## src/rtl/fetch_pkg.sv

```systemverilog
// Shared types and constants for the instruction fetch sequencer.
package fetch_pkg;

  localparam int          INST_BYTES        = 4;
  localparam int          FETCH_XLEN        = 32;
  localparam logic [31:0] DEFAULT_IMEM_BASE = 32'h8000_0000;

  typedef enum logic [1:0] {
    RUN,
    HALT,
    FAULT
  } fetch_state_e;

  typedef struct packed {
    logic [FETCH_XLEN-1:0] pc;
    logic [31:0]           word;
  } fq_entry_t;

endpackage

```

## src/rtl/fetch_queue.sv

```systemverilog
// Small power-of-two FIFO holding fetched {pc, word} pairs for decode.
// The head reads as all zeros while the queue is empty.
module fetch_queue
  import fetch_pkg::*;
#(
  parameter int DEPTH = 2
) (
  input  logic                     clk,
  input  logic                     rst,
  input  logic                     flush,
  input  logic                     push,
  input  fq_entry_t                push_entry,
  input  logic                     pop,
  output fq_entry_t                head,
  output logic [$clog2(DEPTH):0]   count
);

  localparam int PTR_W = $clog2(DEPTH);
  localparam int CNT_W = PTR_W + 1;

  fq_entry_t           storage [DEPTH];
  logic [PTR_W-1:0]    rd_ptr;
  logic [PTR_W-1:0]    wr_ptr;

  // Pointer and occupancy bookkeeping; flush discards everything at once.
  always_ff @(posedge clk) begin
    if (rst || flush) begin
      rd_ptr <= '0;
      wr_ptr <= '0;
      count  <= '0;
    end else begin
      if (push) begin
        wr_ptr <= wr_ptr + PTR_W'(1);
      end
      if (pop) begin
        rd_ptr <= rd_ptr + PTR_W'(1);
      end
      case ({push, pop})
        2'b10:   count <= count + CNT_W'(1);
        2'b01:   count <= count - CNT_W'(1);
        default: count <= count;
      endcase
    end
  end

  // Entry storage needs no reset; validity is tracked by count.
  always_ff @(posedge clk) begin
    if (push && !rst && !flush) begin
      storage[wr_ptr] <= push_entry;
    end
  end

  // Present the oldest entry, or zeros when nothing is queued.
  always_comb begin
    head = '0;
    if (count != '0) begin
      head = storage[rd_ptr];
    end
  end

endmodule

```

## src/rtl/imem_fetch_ctrl.sv

```systemverilog
// Fetch sequencer: owns the fetch PC, reads the combinational instruction
// memory, buffers words in a small queue and hands them to decode.
module imem_fetch_ctrl
  import fetch_pkg::*;
#(
  parameter int              XLEN       = 32,
  parameter logic [XLEN-1:0] IMEM_BASE  = DEFAULT_IMEM_BASE,
  parameter int              IMEM_DEPTH = 3000,
  parameter int              FQ_DEPTH   = 2
) (
  input  logic            clk,
  input  logic            rst,
  output logic [XLEN-1:0] imem_addr,
  input  logic [31:0]     imem_rdata,
  input  logic            redirect_valid,
  input  logic [XLEN-1:0] redirect_pc,
  input  logic            halt,
  output logic            inst_valid,
  input  logic            inst_ready,
  output logic [31:0]     inst_word,
  output logic [XLEN-1:0] inst_pc,
  output logic            fault,
  output logic [XLEN-1:0] fault_pc
);

  localparam int CNT_W = $clog2(FQ_DEPTH) + 1;

  fetch_state_e     state;
  fetch_state_e     state_n;
  logic [XLEN-1:0]  fetch_pc;
  logic [XLEN-1:0]  fetch_pc_n;
  logic [XLEN-1:0]  fault_pc_n;

  logic [XLEN:0]    pc_ext;
  logic [XLEN:0]    base_ext;
  logic [XLEN:0]    limit_ext;
  logic             pc_ok;
  logic             enq;
  logic             deq;

  fq_entry_t        push_entry;
  fq_entry_t        head;
  logic [CNT_W-1:0] count;

  // Range and alignment check done one bit wider so the limit never wraps.
  always_comb begin
    pc_ext    = {1'b0, fetch_pc};
    base_ext  = {1'b0, IMEM_BASE};
    limit_ext = base_ext + (XLEN+1)'(INST_BYTES * IMEM_DEPTH);
    pc_ok     = (fetch_pc[1:0] == 2'b00) && (pc_ext >= base_ext) && (pc_ext < limit_ext);
  end

  assign imem_addr  = pc_ok ? fetch_pc : IMEM_BASE;
  assign inst_valid = (count != '0) && !redirect_valid;
  assign deq        = inst_valid && inst_ready;
  assign enq        = (state == RUN) && pc_ok && !halt && !redirect_valid &&
                      ((count < CNT_W'(FQ_DEPTH)) || deq);

  assign push_entry = '{pc: fetch_pc, word: imem_rdata};
  assign inst_word  = head.word;
  assign inst_pc    = head.pc;
  assign fault      = (state == FAULT);

  fetch_queue #(
    .DEPTH (FQ_DEPTH)
  ) u_fetch_queue (
    .clk        (clk),
    .rst        (rst),
    .flush      (redirect_valid),
    .push       (enq),
    .push_entry (push_entry),
    .pop        (deq),
    .head       (head),
    .count      (count)
  );

  // Controller state, fetch PC and captured fault address.
  always_ff @(posedge clk) begin
    if (rst) begin
      state    <= RUN;
      fetch_pc <= IMEM_BASE;
      fault_pc <= '0;
    end else begin
      state    <= state_n;
      fetch_pc <= fetch_pc_n;
      fault_pc <= fault_pc_n;
    end
  end

  // Next-state and PC update; a redirect overrides everything else.
  always_comb begin
    state_n    = state;
    fetch_pc_n = fetch_pc;
    fault_pc_n = fault_pc;
    if (redirect_valid) begin
      state_n    = RUN;
      fetch_pc_n = redirect_pc;
    end else begin
      case (state)
        RUN: begin
          if (halt) begin
            state_n = HALT;
          end else if (!pc_ok) begin
            state_n    = FAULT;
            fault_pc_n = fetch_pc;
          end else if (enq) begin
            fetch_pc_n = fetch_pc + XLEN'(INST_BYTES);
          end
        end
        HALT: begin
          if (!halt) begin
            state_n = RUN;
          end
        end
        FAULT: begin
          state_n = FAULT;
        end
        default: begin
          state_n = RUN;
        end
      endcase
    end
  end

endmodule

```

## config.mk

```make
export PLATFORM = sky130hd
export DESIGN_NAME = imem_fetch_ctrl
export DESIGN_NICKNAME = d
export VERILOG_FILES = /design/src/rtl/fetch_pkg.sv /design/src/rtl/fetch_queue.sv /design/src/rtl/imem_fetch_ctrl.sv
export SDC_FILE = /design/constraint.sdc
export NUM_CORES = 1
export LEC_CHECK = 0
export BUFFER_PORTS_ARGS = -buffer_cell sky130_fd_sc_hd__buf_2
export CELL_PAD_IN_SITES_DETAIL_PLACEMENT = 0
export CELL_PAD_IN_SITES_GLOBAL_PLACEMENT = 1
export CORE_MARGIN = 8
export CORE_UTILIZATION = 40
export DETAILED_ROUTE_END_ITERATION = 10
export GPL_TIMING_DRIVEN = 0
export HOLD_SLACK_MARGIN = 0.08
export PLACE_DENSITY = 0.83
export REMOVE_ABC_BUFFERS = 1
export SYNTH_ARGS = -nofsm -noshare
export SYNTH_HDL_FRONTEND = slang
export SYNTH_SLANG_ARGS = --single-unit
```

## constraint.sdc

```tcl
create_clock -name clk -period 9.85 [get_ports clk]
set_input_delay 0.985 -clock clk [delete_from_list [all_inputs] [get_ports clk]]
set_output_delay 0.985 -clock clk [all_outputs]
set_load 0.02 [all_outputs]
```

==> results of run 1 <==
-- per-stage QoR --
stage | util [%] | cell area (µm²)
after floorplan | - | 7866
after global placement | 45.39 | 9095
after detailed placement | 46.90 | 9399
after CTS | 49.98 | 10020
after global routing | 49.98 | 10020
final | 49.98 | 10020
-- final timing paths --
path | to | slack [ns] | start | cells after the start
max | u_fetch_queue.storage[1][49]$_DFFE_PP_ | 5.02 | redirect_valid | 9
min reg2reg | fault_pc[19]$_SDFFE_PP0P_ | 0.49 | fault_pc[19]$_SDFFE_PP0P_ | 2
min | fault_pc[19]$_SDFFE_PP0P_ | 0.49 | fault_pc[19]$_SDFFE_PP0P_ | 2
max reg2reg | u_fetch_queue.storage[1][49]$_DFFE_PP_ | 5.70 | fetch_pc[31]$_SDFFE_PP1P_ | 8
-- sequential cells by signal, summed over array words and instances, names as in the netlist, named ones only --
register	cells
fault_pc	32
fetch_pc	32
state	2
u_fetch_queue.count	2
u_fetch_queue.rd_ptr	1
u_fetch_queue.storage	128
u_fetch_queue.wr_ptr	1
-- layout make-up --
type / instances / share of cell area, %
Clock buffer: 18 / 4.385
Clock inverter: 14 / 1.774
Inverter: 15 / 0.5621
Multi-Input combinational cell: 363 / 25.67
Sequential cell: 199 / 52.60
Tap cell: 270 / 3.373
Timing Repair Buffer: 196 / 11.63
-- routing by layer --
metal  vias to the layer above  part of all wire [%]  global-route usage, %
li1                       2519                     -                      -
met1                      2468                    43                  18.33
met4                         2                  0.83                  3.637
met2                       140                    49                  25.29
met3                        12                   7.1                  4.017
met5                         -                 0.043                      0
-- synthesized netlist by cell type (all sizes together), types with 3 or more instances --
library cell	n	share of area, %
nor3	17	1.0
nand2	4	0.19
edfxtp	128	47
mux2i	116	14
nand4	4	0.49
nand3	5	0.31
a2111oi	5	0.79
dfxtp	71	18
nor4b	4	0.69
nor4	9	1.6
a31oi	3	0.23
inv	15	0.69
ha	3	0.46
a21oi	7	0.43
buf	34	2.7
nor2b	4	0.31
nor2	118	5.5
and4	3	0.32
and2	11	0.85
xnor2	4	0.43
and3	6	0.46
clkbuf	22	1.0
-- power by group through the flow --
stage	clock, mW	sequential (mW)	combinational, mW
after floorplan	0	0.936	0.0483
after global placement	0	0.936	0.0908
after detailed placement	0	0.936	0.0957
after CTS	0.717	0.917	0.0960
after global routing	0.748	0.920	0.103
final	0.701	0.917	0.0950
-- worst max-delay path, stage by stage --
cell and delay, ns:
buf_2 0.51, nor4_2 0.58, o21ai_0 0.31, nor4_4 0.70, inv_1 0.34, nor3b_2 0.87
buf_6 0.28, buf_6 0.18, buf_6 0.16
-- cell usage in the layout, fill, tap and decap left out, types with 5 or more instances in the layout --
master and instances:
and2_1 11, dfxtp_1 70, clkbuf_16 17, a21oi_1 7
conb_1 20, nor3_1 16, clkinv_8 6, mux2i_1 116
edfxtp_1 128, buf_6 11, and3_1 6, buf_2 177
inv_1 15, nand3_1 5, nor2_1 117
-- cell families after synthesis --
| kind of cell | count (synthesis) | synth area share, % |
|---|---|---|
| DFF | 199 | 64.97 |
| AOI/OAI and AO/OA | 28 | 2.795 |
| other | 2 | 0.09267 |
| adders and majority gates | 3 | 0.4632 |
| and+or+nand+nor | 189 | 12.07 |
| xor gates and xnor gates | 5 | 0.5403 |
| buffers and inverters | 71 | 4.462 |
| muxes | 118 | 14.61 |
==> results.py, run 1 <==
metrics = {
    "placed_design": {
        "placedCellCount": 1043,
        "place_hpwl_um": 13140,
        "place_congestion": 0.7036,
        "preCtsSetupSlack_ns": 4.463,
        "io_buffer_count": 178,
    },
    "worst_hold_path": {
        "hold_path.class": "reg2reg",
    },
    "sta": {
        "drv_slew": 0,
        "tightestPinTransition_ns": 1.327,
        "period_minus_slack_ns": 4.832,
        "final_hold_viol_count": 0,
        "min_period_over_period_pct": 49.06,
        "skew_ns": 0.01005,
        "fin_ws_ns": 5.018,
        "setup_viol": 0,
        "tns_ns": 0,
        "rsz0062_at_grt": "false",
        "holdWs_ns": 0.4904,
        "slew_headroom_pct": 11.53,
        "timing.fmax_mhz": 206.9,
    },
    "cts": {
        "cts_tree": "built",
        "clock_latency_ns": 0.44,
        "htreeDepth": 4,
        "clk_pin_slew_ns": 0.07,
        "post_cts.repair.setup_buffers": 0,
        "cts_root_buffer": "clkbuf_16",
        "post_cts_resized": 0,
        "numCtsBuffers": 17,
        "hold_buffers": 0,
        "cts_buffer_depth": 2,
        "clkSinkCount": 199,
    },
    "yosys": {
        "synth_edf_count": 128,
        "yosys_most_used_dff": "edfxtp_1",
        "ys_seq_area_share_pct": 64.97,
        "syn_avg_cell_area_um2": 13.18,
        "yosys_warnings": 0,
        "synth_area_um2": 8104,
        "syn-instance-count": 615,
        "ys_types": 48,
        "synthArstFlopShare_pct": 0,
        "ys_ff_latch": 199,
    },
    "layout": {
        "seq_area_um2": 5269,
        "diodes": 0,
        "nFillCells": 1835,
        "stdcell_count": 1075,
        "multi_input_area_um2": 2571,
        "final_nets": 864,
        "syn2layout_area_growth_pct": 23.59,
        "layout-drive-gt1-share_pct": 30.68,
    },
    "route": {
        "dr.first_iter.drc_count": 244,
        "ant_nets": 0,
        "vias_per_cell": 4.782,
        "firstDrtPassIters": 4,
        "vias": 5141,
        "route.detailed.wl_per_inst_um": 17.33,
        "post-route-drc-count": 0,
        "drt-total-wl_um": 18630,
    },
    "pwr": {
        "switching_share_pct": 24.62,
        "p_per_area_nw_per_um2": 171.0,
        "clkPwrFrac_pct": 40.9,
        "vdd_drop_max_uv": 118.3,
        "power_leakage_nw": 4.134,
        "seqPwrFrac_pct": 53.5,
        "p_int_mw": 1.291,
        "power.total_mw": 1.712,
        "netSwitchingPower_mw": 0.4215,
        "combinationalPowerShare_pct": 5.5,
    },
    "die": {
        "die_area_um2": 25070,
        "row_count": 52,
        "io_pins": 199,
        "core_area_um2": 20040,
        "start_util_pct": 40.44,
        "die_w_um": 158.3,
        "die_y_um": 158.3,
    },
    "global_route": {
        "grt_max_degree": 74,
        "grt-ovfl-total": 0,
        "antenna_found_initial": 1,
        "first_global_vias": 5130,
        "grt_pass1_wl_um": 28230,
        "grt_util_all_layers_pct": 14.83,
    },
    "critical_path": {
        "crit_arrival_ns": 4.98,
        "crit_path_max_fanout": 54,
        "timing.setup.critical_path_class": "in2reg",
        "crit_required_ns": 9.99,
        "worstSetupEndpointType": "flop",
        "cp-start-kind": "primary input",
    },
    "run_status": {
        "status": "completed",
    },
    "flow_run": {
        "maxCapViolCount": 0,
    },
}
No activity file was read; power rests on OpenSTA's default activity.
==> run 2: changes to the inputs <==
--- a/config.mk
+++ b/config.mk
@@ -5,11 +5,12 @@
 export SDC_FILE = /design/constraint.sdc
 export NUM_CORES = 1
 export LEC_CHECK = 0
+export ABC_AREA = 1
 export BUFFER_PORTS_ARGS = -buffer_cell sky130_fd_sc_hd__buf_2
 export CELL_PAD_IN_SITES_DETAIL_PLACEMENT = 0
 export CELL_PAD_IN_SITES_GLOBAL_PLACEMENT = 1
 export CORE_MARGIN = 8
-export CORE_UTILIZATION = 40
+export CORE_UTILIZATION = 37
 export DETAILED_ROUTE_END_ITERATION = 10
 export GPL_TIMING_DRIVEN = 0
 export HOLD_SLACK_MARGIN = 0.08
==> constraint.sdc (replaced) <==
create_clock -name clk -period 4 [get_ports clk]
set_input_delay 0.4 -clock clk [delete_from_list [all_inputs] [get_ports clk]]
set_output_delay 0.4 -clock clk [all_outputs]
set_load 0.02 [all_outputs]
==> results.py, run 2 <==
metrics = {
    "global_route": {
        "grt_util_all_layers_pct": 15.90,
        "grt_max_degree": 66,
        "antenna_found_initial": 1,
        "grt_pass1_wl_um": 33330,
        "first_global_vias": 6005,
        "grt-ovfl-total": 0,
    },
    "sta": {
        "setup_viol": 0,
        "rsz0062_at_grt": "false",
        "min_period_over_period_pct": 77.98,
        "period_minus_slack_ns": 3.119,
        "slew_headroom_pct": 14.66,
        "timing.fmax_mhz": 320.6,
        "skew_ns": 0.01739,
        "tightestPinTransition_ns": 1.280,
        "drv_slew": 0,
        "final_hold_viol_count": 0,
    },
    "critical_path": {
        "ff2ff_path_depth": 6,
        "crit_path_max_fanout": 65,
        "r2r-start": "fetch_pc[12]$_SDFFE_PP0P_",
        "worstSetupEndpointType": "primary output",
        "r2r-end": "u_fetch_queue.storage[0][14]$_DFFE_PP_",
        "reg2reg_slack_ns": 1.40,
        "timing.setup.critical_path_class": "reg2out",
        "crit_required_ns": 3.60,
        "cp-start-kind": "flop",
        "crit_arrival_ns": 2.72,
    },
    "cts": {
        "post_cts.repair.setup_buffers": 0,
        "htreeDepth": 4,
        "clkSinkCount": 199,
        "clock_latency_ns": 0.43,
        "clk_pin_slew_ns": 0.07,
        "cts_root_buffer": "clkbuf_16",
        "hold_buffers": 0,
        "cts_buffer_depth": 2,
        "cts_tree": "built",
        "post_cts_resized": 0,
        "numCtsBuffers": 17,
    },
    "yosys": {
        "yosys_warnings": 0,
        "synth_edf_count": 128,
        "ys_seq_area_share_pct": 64.33,
        "ys_ff_latch": 199,
        "synth_top_cell_by_area": "edfxtp_1",
        "synthArstFlopShare_pct": 0,
        "synth_top_cell_area_share_pct": 46.97,
        "synth_area_um2": 8184,
        "synthTopCellsByArea": "edfxtp_1, dfxtp_1, nand2_1, nor2_1, a21oi_1",
        "synth_most_common_cell": "nand2_1",
        "syn_avg_cell_area_um2": 10.15,
        "yosys_most_used_dff": "edfxtp_1",
        "ys_types": 34,
        "syn-instance-count": 806,
        "synth_commonest_cells": "nand2_1, edfxtp_1, nor2_1",
    },
    "die": {
        "core_area_um2": 21760,
        "die_area_um2": 27130,
        "die_y_um": 164.7,
        "io_pins": 199,
        "start_util_pct": 37.62,
        "row_count": 54,
        "die_w_um": 164.7,
    },
    "pwr": {
        "vdd_drop_max_uv": 279.6,
        "p_per_area_nw_per_um2": 439.8,
        "power_leakage_nw": 4.129,
        "power.total_mw": 4.335,
    },
    "worst_hold_path": {
        "hold_end": "u_fetch_queue.storage[0][18]$_DFFE_PP_",
        "hold_start": "imem_rdata[18]",
        "hold_path.class": "in2reg",
        "whs_path_depth": 1,
    },
    "placed_design": {
        "placedCellCount": 1224,
        "io_buffer_count": 178,
        "place_hpwl_um": 13860,
        "place_congestion": 0.7697,
    },
    "route": {
        "firstDrtPassIters": 5,
        "vias": 5960,
        "ant_nets": 0,
        "route.detailed.wl_per_inst_um": 17.20,
        "dr.first_iter.drc_count": 293,
        "vias_per_cell": 4.741,
        "drt-total-wl_um": 21620,
        "post-route-drc-count": 0,
    },
    "layout": {
        "largest-register": "u_fetch_queue.storage",
        "final_cell_mix": "nand2_1, buf_2, edfxtp_1",
        "largestRegisters": "u_fetch_queue.storage (128), fault_pc (32), fetch_pc (32)",
        "syn2layout_area_growth_pct": 20.46,
        "stdcell_count": 1257,
        "largest_reg_flops": 128,
        "final_common_cell": "nand2_1",
        "final_nets": 1035,
        "layout-drive-gt1-share_pct": 27.05,
    },
    "flow_run": {
        "maxCapViolCount": 0,
    },
    "run_status": {
        "status": "completed",
    },
}
==> run 2: cell count changes in the layout (fill, tap and decap cells not counted), sizes merged, moves of 12 or more <==
cell,change
nor2,+24
a21oi,+74
mux2i,-116
buf,-12
nand2,+183
nor3,-15
nand3,+24
inv,+13
o21ai,+46
==> run 2: power by group <==
| group | switching, mW | internal, mW | leakage [nW] |
|---|---|---|---|
| Clock | 0.813 | 0.948 | 0.291 |
| Combinational | 0.191 | 0.100 | 2.11 |
| Sequential | 0.0521 | 2.23 | 1.73 |
| Total | 1.06 | 3.28 | 4.13 |
==> run 2: cells by family (layout without fill, tap and decap cells) <==
family                     count (synthesis)  count (layout)  synth area share, %
buffers and inverters                     94             246                6.482
xor gates and xnor gates                  10              10                1.070
and+or+nand+nor                          363             363                19.08
AOI/OAI and AO/OA                        135             135                8.485
adders and majority gates                  3               3               0.4587
other                                      2              21              0.09176
DFF                                      199             199                64.33
==> run 2: final cells by class <==
class	instances	area, µm²
Clock buffer	17	425.4
Multi-Input combinational cell	531	2479
Clock inverter	15	186.4
Antenna cell	1	2.502
Inverter	30	120.1
Tap cell	280	350.3
Sequential cell	199	5269
Fill cell	2110	11900
Timing Repair Buffer	184	1026
==> run 2: per-layer routing <==
layer  up-vias  routed length, µm  part of all wire (%)  track usage [%]
li1       2967                  -                     -                -
met3        14               1208                   5.6            2.966
met4         0                263                   1.2            5.610
met1      2801               9622                    44            20.29
met5         -                  0                     0                0
met2       178              10530                    49            26.56
==> run 2: worst max path at each step <==
stage | to | start | cells past startpoint | slack, ns
6_report | inst_pc[2] | flop | 4 | 0.88
5_1_grt | inst_pc[28] | flop | 4 | 0.63
4_1_cts | inst_pc[3] | flop | 4 | 0.81
3_5_place_dp | u_fetch_queue.storage[1][3]$_DFFE_PP_ | rst | 5 | 0.70
3_3_place_gp | u_fetch_queue.storage[0][1]$_DFFE_PP_ | rst | 4 | -3.47
2_1_floorplan | u_fetch_queue.storage[0][0]$_DFFE_PP_ | rst | 3 | -0.41
==> run 2: worst max-delay path, cell delays in order (launching register included) <==
cell	delay [ns]
dfxtp_4	0.60
inv_2	1.04
nand2_1	0.11
a21oi_1	0.24
buf_2	0.21
==> run 2: per-stage QoR <==
step | worst slack (ns) | util (%) | hold WS [ns] | setup TNS [ns] | instance area, µm²
after floorplan | -0.4104 | - | 0.4479 | -52.53 | 7841
after global placement | -3.467 | 41.75 | 0.4610 | -516.35 | 9082
after detailed placement | 0.7042 | 42.49 | 0.4668 | 0 | 9244
after CTS | 0.8058 | 45.30 | 0.1366 | 0 | 9856
after global routing | 0.6253 | 45.31 | 0.1290 | 0 | 9858
final | 0.8808 | 45.31 | 0.1574 | 0 | 9858
